## config.mk

```make
export PLATFORM = sky130hd
export DESIGN_NAME = io_control
export DESIGN_NICKNAME = d
export VERILOG_FILES = /design/src/rtl/io_control.sv
export SDC_FILE = /design/constraint.sdc
export NUM_CORES = 1
export LEC_CHECK = 0
export CAP_MARGIN = 40
export CORE_MARGIN = 8
export CORE_UTILIZATION = 47
export CTS_CLUSTER_DIAMETER = 120
export DETAILED_ROUTE_END_ITERATION = 12
export GPL_TIMING_DRIVEN = 0
export PLACE_DENSITY = 0.72
export RECOVER_POWER = 50
export SLEW_MARGIN = 40
export SYNTH_ARGS = -nofsm -noshare
export SYNTH_HDL_FRONTEND = slang
export SYNTH_SLANG_ARGS = --single-unit
```

## constraint.sdc

```tcl
create_clock -name clk -period 3.8 [get_ports clk]
set_input_delay 0.76 -clock clk [delete_from_list [all_inputs] [get_ports clk]]
set_output_delay 0.76 -clock clk [all_outputs]
set_load 0.02 [all_outputs]
```

## src/rtl/io_control.sv

```systemverilog
// io_control: memory-mapped IO block with UART TX/RX FIFOs and cycle/retired-instruction counters.
// Define IO_BRANCH_CNT_EN to add the branch (0x1C) and taken-branch (0x20) counters.
module io_control #(
   parameter int unsigned TX_DEPTH = 4,
   parameter int unsigned RX_DEPTH = 4
) (
   input  logic        clk,
   input  logic        rst,
   input  logic        io_en,
   input  logic        io_re,
   input  logic [3:0]  wea,
   input  logic [31:0] addr,
   input  logic [31:0] wdata,
   output logic [31:0] rdata,
   input  logic        inst_retire,
   input  logic        branch_taken,
   input  logic        branch_retire,
   output logic [7:0]  uart_tx_data,
   output logic        uart_tx_valid,
   input  logic        uart_tx_ready,
   input  logic [7:0]  uart_rx_data,
   input  logic        uart_rx_valid,
   output logic        uart_rx_ready
);
   localparam int unsigned TXA = $clog2(TX_DEPTH);
   localparam int unsigned RXA = $clog2(RX_DEPTH);
   localparam logic [TXA:0] TX_ONE = {{TXA{1'b0}}, 1'b1};
   localparam logic [RXA:0] RX_ONE = {{RXA{1'b0}}, 1'b1};

   localparam logic [7:0] A_STATUS = 8'h00;
   localparam logic [7:0] A_RXDATA = 8'h04;
   localparam logic [7:0] A_TXDATA = 8'h08;
   localparam logic [7:0] A_CYCLE  = 8'h10;
   localparam logic [7:0] A_INST   = 8'h14;
   localparam logic [7:0] A_CNTRST = 8'h18;
`ifdef IO_BRANCH_CNT_EN
   localparam logic [7:0] A_BRANCH = 8'h1C;
   localparam logic [7:0] A_TAKEN  = 8'h20;
`endif

   logic load, store, cnt_clr;
   assign load    = io_en & io_re & (wea == 4'b0000);
   assign store   = io_en & (|wea);
   assign cnt_clr = store & (addr[7:0] == A_CNTRST);

   logic [7:0]   tx_mem_q [TX_DEPTH];
   logic [TXA:0] tx_wr_q, tx_wr_d, tx_rd_q, tx_rd_d;
   logic         tx_empty, tx_full, tx_push, tx_pop;

   assign tx_empty = (tx_wr_q == tx_rd_q);
   assign tx_full  = (tx_wr_q[TXA] != tx_rd_q[TXA]) && (tx_wr_q[TXA-1:0] == tx_rd_q[TXA-1:0]);
   assign tx_push  = store & (addr[7:0] == A_TXDATA) & ~tx_full;
   assign tx_pop   = ~tx_empty & uart_tx_ready;

   assign uart_tx_valid = ~tx_empty;
   assign uart_tx_data  = tx_empty ? '0 : tx_mem_q[tx_rd_q[TXA-1:0]];

   always_comb begin
      tx_wr_d = tx_wr_q;
      tx_rd_d = tx_rd_q;
      if (tx_push) tx_wr_d = tx_wr_q + TX_ONE;
      if (tx_pop)  tx_rd_d = tx_rd_q + TX_ONE;
   end

   always_ff @(posedge clk) begin
      if (tx_push) tx_mem_q[tx_wr_q[TXA-1:0]] <= wdata[7:0];
   end

   logic [7:0]   rx_mem_q [RX_DEPTH];
   logic [RXA:0] rx_wr_q, rx_wr_d, rx_rd_q, rx_rd_d;
   logic         rx_empty, rx_full, rx_push, rx_pop;
   logic [7:0]   rx_head;

   assign rx_empty = (rx_wr_q == rx_rd_q);
   assign rx_full  = (rx_wr_q[RXA] != rx_rd_q[RXA]) && (rx_wr_q[RXA-1:0] == rx_rd_q[RXA-1:0]);
   assign rx_push  = uart_rx_valid & ~rx_full;
   assign rx_pop   = load & (addr[7:0] == A_RXDATA) & ~rx_empty;
   assign rx_head  = rx_empty ? '0 : rx_mem_q[rx_rd_q[RXA-1:0]];

   assign uart_rx_ready = ~rx_full;

   always_comb begin
      rx_wr_d = rx_wr_q;
      rx_rd_d = rx_rd_q;
      if (rx_push) rx_wr_d = rx_wr_q + RX_ONE;
      if (rx_pop)  rx_rd_d = rx_rd_q + RX_ONE;
   end

   always_ff @(posedge clk) begin
      if (rx_push) rx_mem_q[rx_wr_q[RXA-1:0]] <= uart_rx_data;
   end

   logic [31:0] cycle_q, cycle_d, inst_q, inst_d;

   always_comb begin
      cycle_d = cycle_q + 32'd1;
      inst_d  = inst_retire ? inst_q + 32'd1 : inst_q;
      if (cnt_clr) begin
         cycle_d = '0;
         inst_d  = '0;
      end
   end

`ifdef IO_BRANCH_CNT_EN
   logic [31:0] branch_q, branch_d, taken_q, taken_d;

   always_comb begin
      branch_d = branch_retire ? branch_q + 32'd1 : branch_q;
      taken_d  = (branch_retire & branch_taken) ? taken_q + 32'd1 : taken_q;
      if (cnt_clr) begin
         branch_d = '0;
         taken_d  = '0;
      end
   end

   always_ff @(posedge clk or posedge rst) begin
      if (rst) begin
         branch_q <= '0;
         taken_q  <= '0;
      end else begin
         branch_q <= branch_d;
         taken_q  <= taken_d;
      end
   end
`else
   logic unused_branch;
   assign unused_branch = branch_taken ^ branch_retire;
`endif

   logic unused_bits;
   assign unused_bits = ^{addr[31:8], wdata[31:8]};

   // Counters are read before this edge's increment, so the mux uses the _q values.
   logic [31:0] rd_mux, rdata_q, rdata_d;

   always_comb begin
      rd_mux = '0;
      case (addr[7:0])
         A_STATUS: rd_mux = {30'b0, ~rx_empty, ~tx_full};
         A_RXDATA: rd_mux = {24'b0, rx_head};
         A_CYCLE:  rd_mux = cycle_q;
         A_INST:   rd_mux = inst_q;
`ifdef IO_BRANCH_CNT_EN
         A_BRANCH: rd_mux = branch_q;
         A_TAKEN:  rd_mux = taken_q;
`endif
         default:  rd_mux = '0;
      endcase
      rdata_d = load ? rd_mux : rdata_q;
   end

   assign rdata = rdata_q;

   always_ff @(posedge clk or posedge rst) begin
      if (rst) begin
         tx_wr_q <= '0;
         tx_rd_q <= '0;
         rx_wr_q <= '0;
         rx_rd_q <= '0;
         cycle_q <= '0;
         inst_q  <= '0;
         rdata_q <= '0;
      end else begin
         tx_wr_q <= tx_wr_d;
         tx_rd_q <= tx_rd_d;
         rx_wr_q <= rx_wr_d;
         rx_rd_q <= rx_rd_d;
         cycle_q <= cycle_d;
         inst_q  <= inst_d;
         rdata_q <= rdata_d;
      end
   end
endmodule
```

Word level (Yosys, flattened, before mapping):

Memories as Yosys holds them, arrays and structs flattened.
Cells that the tools add are included.

* register bits: 108
* bits in writable memories: 64
* input bits: 85
* output and inout bits: 42
* logic and storage cells: 56
* memories: 2

* add/sub/neg operators: 6
* eq/ne operators: 11
* multiplexer cells: 10
* bitwise logic cells: 14
* reductions and logical operators: 6

Memories
* rx_mem_q: depth 4, bits a word 8, read ports 1, clocked after memory_dff 0, wr ports 1, RTL line 69 `logic [7:0] rx_mem_q [RX_DEPTH];`
* tx_mem_q: depth 4, bits a word 8, read ports 1, clocked after memory_dff 0, wr ports 1, RTL line 46 `logic [7:0] tx_mem_q [TX_DEPTH];`

Operators by type and width (number)
* $pmux 32 s4: 1
* $mux 32: 3
* $add 32x1->32 const B: 2
* $eq 8x5->1 const B: 3
* $mux 8: 2
* $add 3x1->3 const B: 4
* $and 1x1->1: 10
* $eq 8x3->1 const B: 1
* $eq 8x4->1 const B: 1
* $logic_not 8->1: 1
* $eq 3x3->1: 2
* $eq 2x2->1: 2
* $logic_not 4->1: 1
* $mux 1: 4
* $not 1->1: 4
* $reduce_or 4->1: 1
* $logic_and 1x1->1: 2
* $ne 1x1->1: 2
* $reduce_bool 2->1: 1

Depth between registers and ports, before layout:

* depth after elaboration: 6
* mapped depth: 7

Worst setup path after synthesis:

No wires, ideal clock.

* path kind: input-to-reg
* from: input wea[1]
* to: register rx_rd_q[1]
* setup time: 0.125 ns
* arrival: 2.428 ns
* required time: 3.675 ns
* setup slack: 1.247 ns
* stages on the path: 6
* buffers on the path: 2
* cell sequence: or4_1 clkbuf_1 or2_2 buf_2 nor3_2 mux2_2

* longest elaborated chain between the ends: 4

Ends and longest elaborated chain
* from (decl): RTL line 11 `input logic [3:0] wea,`
* $logic_not 4->1: RTL line 42 `assign load = io_en & io_re & (wea == 4'b0000);`
* $and 1x1->1: RTL line 42
* $and 1x1->1 (2 in series): RTL line 77 `assign rx_pop = load & (addr[7:0] == A_RXDATA) & ~rx_empty;`
* to (signal assigned): RTL line 167 `rx_rd_q <= rx_rd_d;`
* to (decl): RTL line 70 `logic [RXA:0] rx_wr_q, rx_wr_d, rx_rd_q, rx_rd_d;`

Every way passes these cells.
A chain may end at the register's enable or synchronous reset.

Final worst setup path:

* from: register tx_rd_q[1]
* to: output uart_tx_data[5]

* longest elaborated chain between the ends: 2
* elaborated cells between the ends (all ways): 3
* classes of those cells: eq/ne: 1; mux: 1; memory: 1

Ends and longest elaborated chain
* from (decl): RTL line 47 `logic [TXA:0] tx_wr_q, tx_wr_d, tx_rd_q, tx_rd_d;`
* from (signal assigned): RTL line 165 `tx_rd_q <= tx_rd_d;`
* $mem_v2 4x8 or $eq 3x3->1 (tied branches)
* $mux 8 (*): RTL line 56 `assign uart_tx_data = tx_empty ? '0 : tx_mem_q[tx_rd_q[TXA-1:0]];`
* to (decl): RTL line 18 `output logic [7:0] uart_tx_data,`

Mark *: on every way between the ends. The rest lies on a longest branch, timed or not.

==> impl_metrics.yaml <==
outcome:
  status: "complete, but fails checks"
  violations: "capacitance limit, slew limit"
critical_path:
  r2r_start: "tx_rd_q[1]"
  criticalPathCategory: "register to output pin"
  cp-startpoint: "tx_rd_q[1]"
  reg2regPathDepth: 6
  required_ps: 3040
  r2r_setup_slack_ps: 1390
  r2r_end: "tx_mem_q[3][2]"
  end_kind: "output pin"
  cp.arrival_ps: 2790
  path_max_fanout: 10
  cp-start-kind: "register"
  worstSetupEndpoint: "uart_tx_data[5]"
sta:
  tightest_slew_ps: 1638
  fin_tns_setup_ps: 0
  max_freq_mhz: 281.3
  fin_crit_sh_pct: 93.55
  finalSetupViolCount: 0
  drv_slew: 38
  hold_viol: 0
  relSlewSlack_pct: -9.779
  post-route-min-period_ps: 3555
  rsz0062_at_grt: "no"
  skew_ps: 9.041
  whs_ps: 476.0
power:
  vdd_ir_drop_max_mv: 0.3440
  p_leak_nw: 3.608
  switchingPower_mw: 1.592
  seqPwrFrac_pct: 46.3
  swShare_pct: 31.01
  pwr-share-clk_pct: 33.7
  power_density_mw_per_mm2: 529.5
  p_int_mw: 3.541
  combPwrFrac_pct: 20.0
floorplanning:
  io_pins: 127
  fp.dieH_um: 147.0
  dieArea_mm2: 0.02162
  core-area_mm2: 0.01706
  die_width_um: 147.0
  num_rows: 48
  start_util_pct: 47.31
detailed_routing:
  wl_mm: 18.95
  drtAntennaViolNets: 0
  remaining_drc_errors: 0
  drt_iter0_drc: 420
  vias_per_cell: 5.782
  wl_per_cell_um: 18.55
  drt_pre_antenna_iters: 7
  routed-via-count: 5909
placed_design:
  place_area_mm2: 0.009136
  gp_congestion: 0.8657
  port_buffers: 75
  dp.cells: 990
  dp_hpwl_mm: 13.47
yosys:
  ys_seq_area_share_pct: 57.31
  ys_async_sr_fraction_pct: 62.79
  ys_types: 48
  synth_top_area_share_pct: 33.49
  synth-main-ff-cell: "dfrtp_1"
  yosysWarnings: 0
  syn_inst: 689
  yosys-top-cells-area: "dfrtp_1, edfxtp_1, mux4_2"
  synth_common_cells: "dfrtp_1, edfxtp_1, nand2_1, o21ai_0, nor2_1"
  syn_nets: 786
  yosysTopAreaCell: "dfrtp_1"
  ys_ff_latch: 172
  synth_edf_count: 64
  synth_area_mm2: 0.008069
  avgSynthCellArea_um2: 11.71
  yosysMostFrequentCell: "dfrtp_1"
global_routing:
  grt_pass1_wl_mm: 31.12
  gr-total-overflow: 0
  grt_pass1_vias: 6036
  grt_max_degree: 73
  antenna_found_initial: 0
  grt_use_total_pct: 17.93
cells_and_area:
  final_util_pct: 56.84
  postLayoutCellArea_mm2: 0.009694
  multi_input_area_mm2: 0.003226
  seq_area_mm2: 0.004624
  syn_to_final_growth_pct: 20.14
  final_layout_size_suffix_gt1_share_pct: 8.783
  final_cell_count_no_fill: 1022
  insertedDiodeCount: 0
  final_nets: 881
  nFillCells: 1426
cts:
  cts.clk_slew.worst_paths_ps: 70
  clk_path_buf_depth: 2
  cts_tree: "yes"
  htreeDepth: 4
  cts.sinks: 172
  cts-root-buf: "clkbuf_16"
  numCtsBuffers: 17
  post_cts_buffers: 0
  cts-resized-gates: 0
  clk_latency_ps: 440
  cts_hold_buf: 0
job:
  drv_cap: 1
worst_hold_path:
  worst_hold_path_type: "register to register"
==> layout by cell type, fill, tap and decap left out, types with 3 or more instances in the layout <==
cell type,n
and4_1,7
nor3b_1,7
o31ai_1,23
and3_1,3
xnor2_1,30
mux2_2,4
inv_8,7
inv_1,15
edfxtp_1,64
inv_6,5
nand2_1,56
nor2_1,33
clkbuf_16,17
nand2b_1,3
and2_1,19
o41ai_1,3
o21ai_0,38
nand3_1,29
nand4_2,3
or3_1,7
nor4_1,12
xor2_1,10
ha_1,12
or4_1,27
mux2i_1,9
a21oi_1,31
clkbuf_1,33
a22oi_1,25
dfrtp_1,108
dlygate4sd3_1,33
nand4_1,11
mux4_2,16
o22a_1,6
or2_2,4
and3b_1,3
buf_2,7
nor3_1,12
clkdlybuf4s50_1,42
==> metrics by stage <==
step                total power, mW  setup slack, ps
global route                  5.373            73.44
floorplan                     3.036            194.4
finish                        5.133            245.0
CTS                           5.176            196.2
detailed placement            3.454            520.8
global placement              3.400            -1375
==> worst min-delay path by stage <==
stage,startpoint,to,slack [ps],depth (start not counted)
finish,rdata[25],rdata[25],480,2
global route,rdata[25],rdata[25],500,2
CTS,rdata[13],rdata[13],490,2
detailed placement,rdata[13],rdata[13],470,2
global placement,rdata[27],rdata[27],470,2
floorplan,rx_rd_q[2],rx_rd_q[2],460,1
==> kinds of logic after synthesis <==
kind of cell | count (synthesis) | synth area share [%]
muxes | 29 | 6.141
xor gates and xnor gates | 40 | 4.342
adders and majority gates | 12 | 1.861
buffers and inverters | 56 | 2.714
and+or+nand+nor | 247 | 17.24
AOI/OAI and AO/OA | 133 | 10.39
DFF | 172 | 57.31
==> final cells by class <==
type	count	share of cell area, %
Clock inverter	14	1.600
Tap cell	225	2.904
Clock buffer	18	4.427
Timing Repair Buffer	76	7.821
Multi-Input combinational cell	461	33.27
Sequential cell	172	47.70
Buffer	40	1.639
Inverter	16	0.6324
==> power groups by stage <==
stage | sequential (mW) | clock, mW | combinational, mW
after floorplan | 2.36 | 0 | 0.675
after global placement | 2.39 | 0 | 1.01
after detailed placement | 2.41 | 0 | 1.05
after CTS | 2.37 | 1.75 | 1.05
after global routing | 2.40 | 1.83 | 1.13
final | 2.38 | 1.73 | 1.03
==> sequential cells by signal, indices dropped and copies added (netlist names) <==
signal and flops:
rx_wr_q 3, rdata 32, tx_rd_q 3, cycle_q 32
tx_wr_q 3, tx_mem_q 32, inst_q 32, rx_rd_q 3
rx_mem_q 32
==> worst max-delay path: stages (launching register included) <==
cell             delay, ps
dfrtp_1                350
clkbuf_1               510
xnor2_1                180
nand3b_1               130
clkbuf_1               360
and2_1                 200
clkdlybuf4s50_1        620
==> routing by layer <==
layer | track usage (%) | share of wire [%] | vias up
li1 | - | - | 2787
met1 | 22.57 | 43 | 2938
met2 | 30.14 | 51 | 156
met3 | 3.445 | 4.1 | 28
met4 | 6.782 | 2.0 | 0
met5 | 0 | 0 | -
Note: power is estimated with default switching activity, not from simulation.
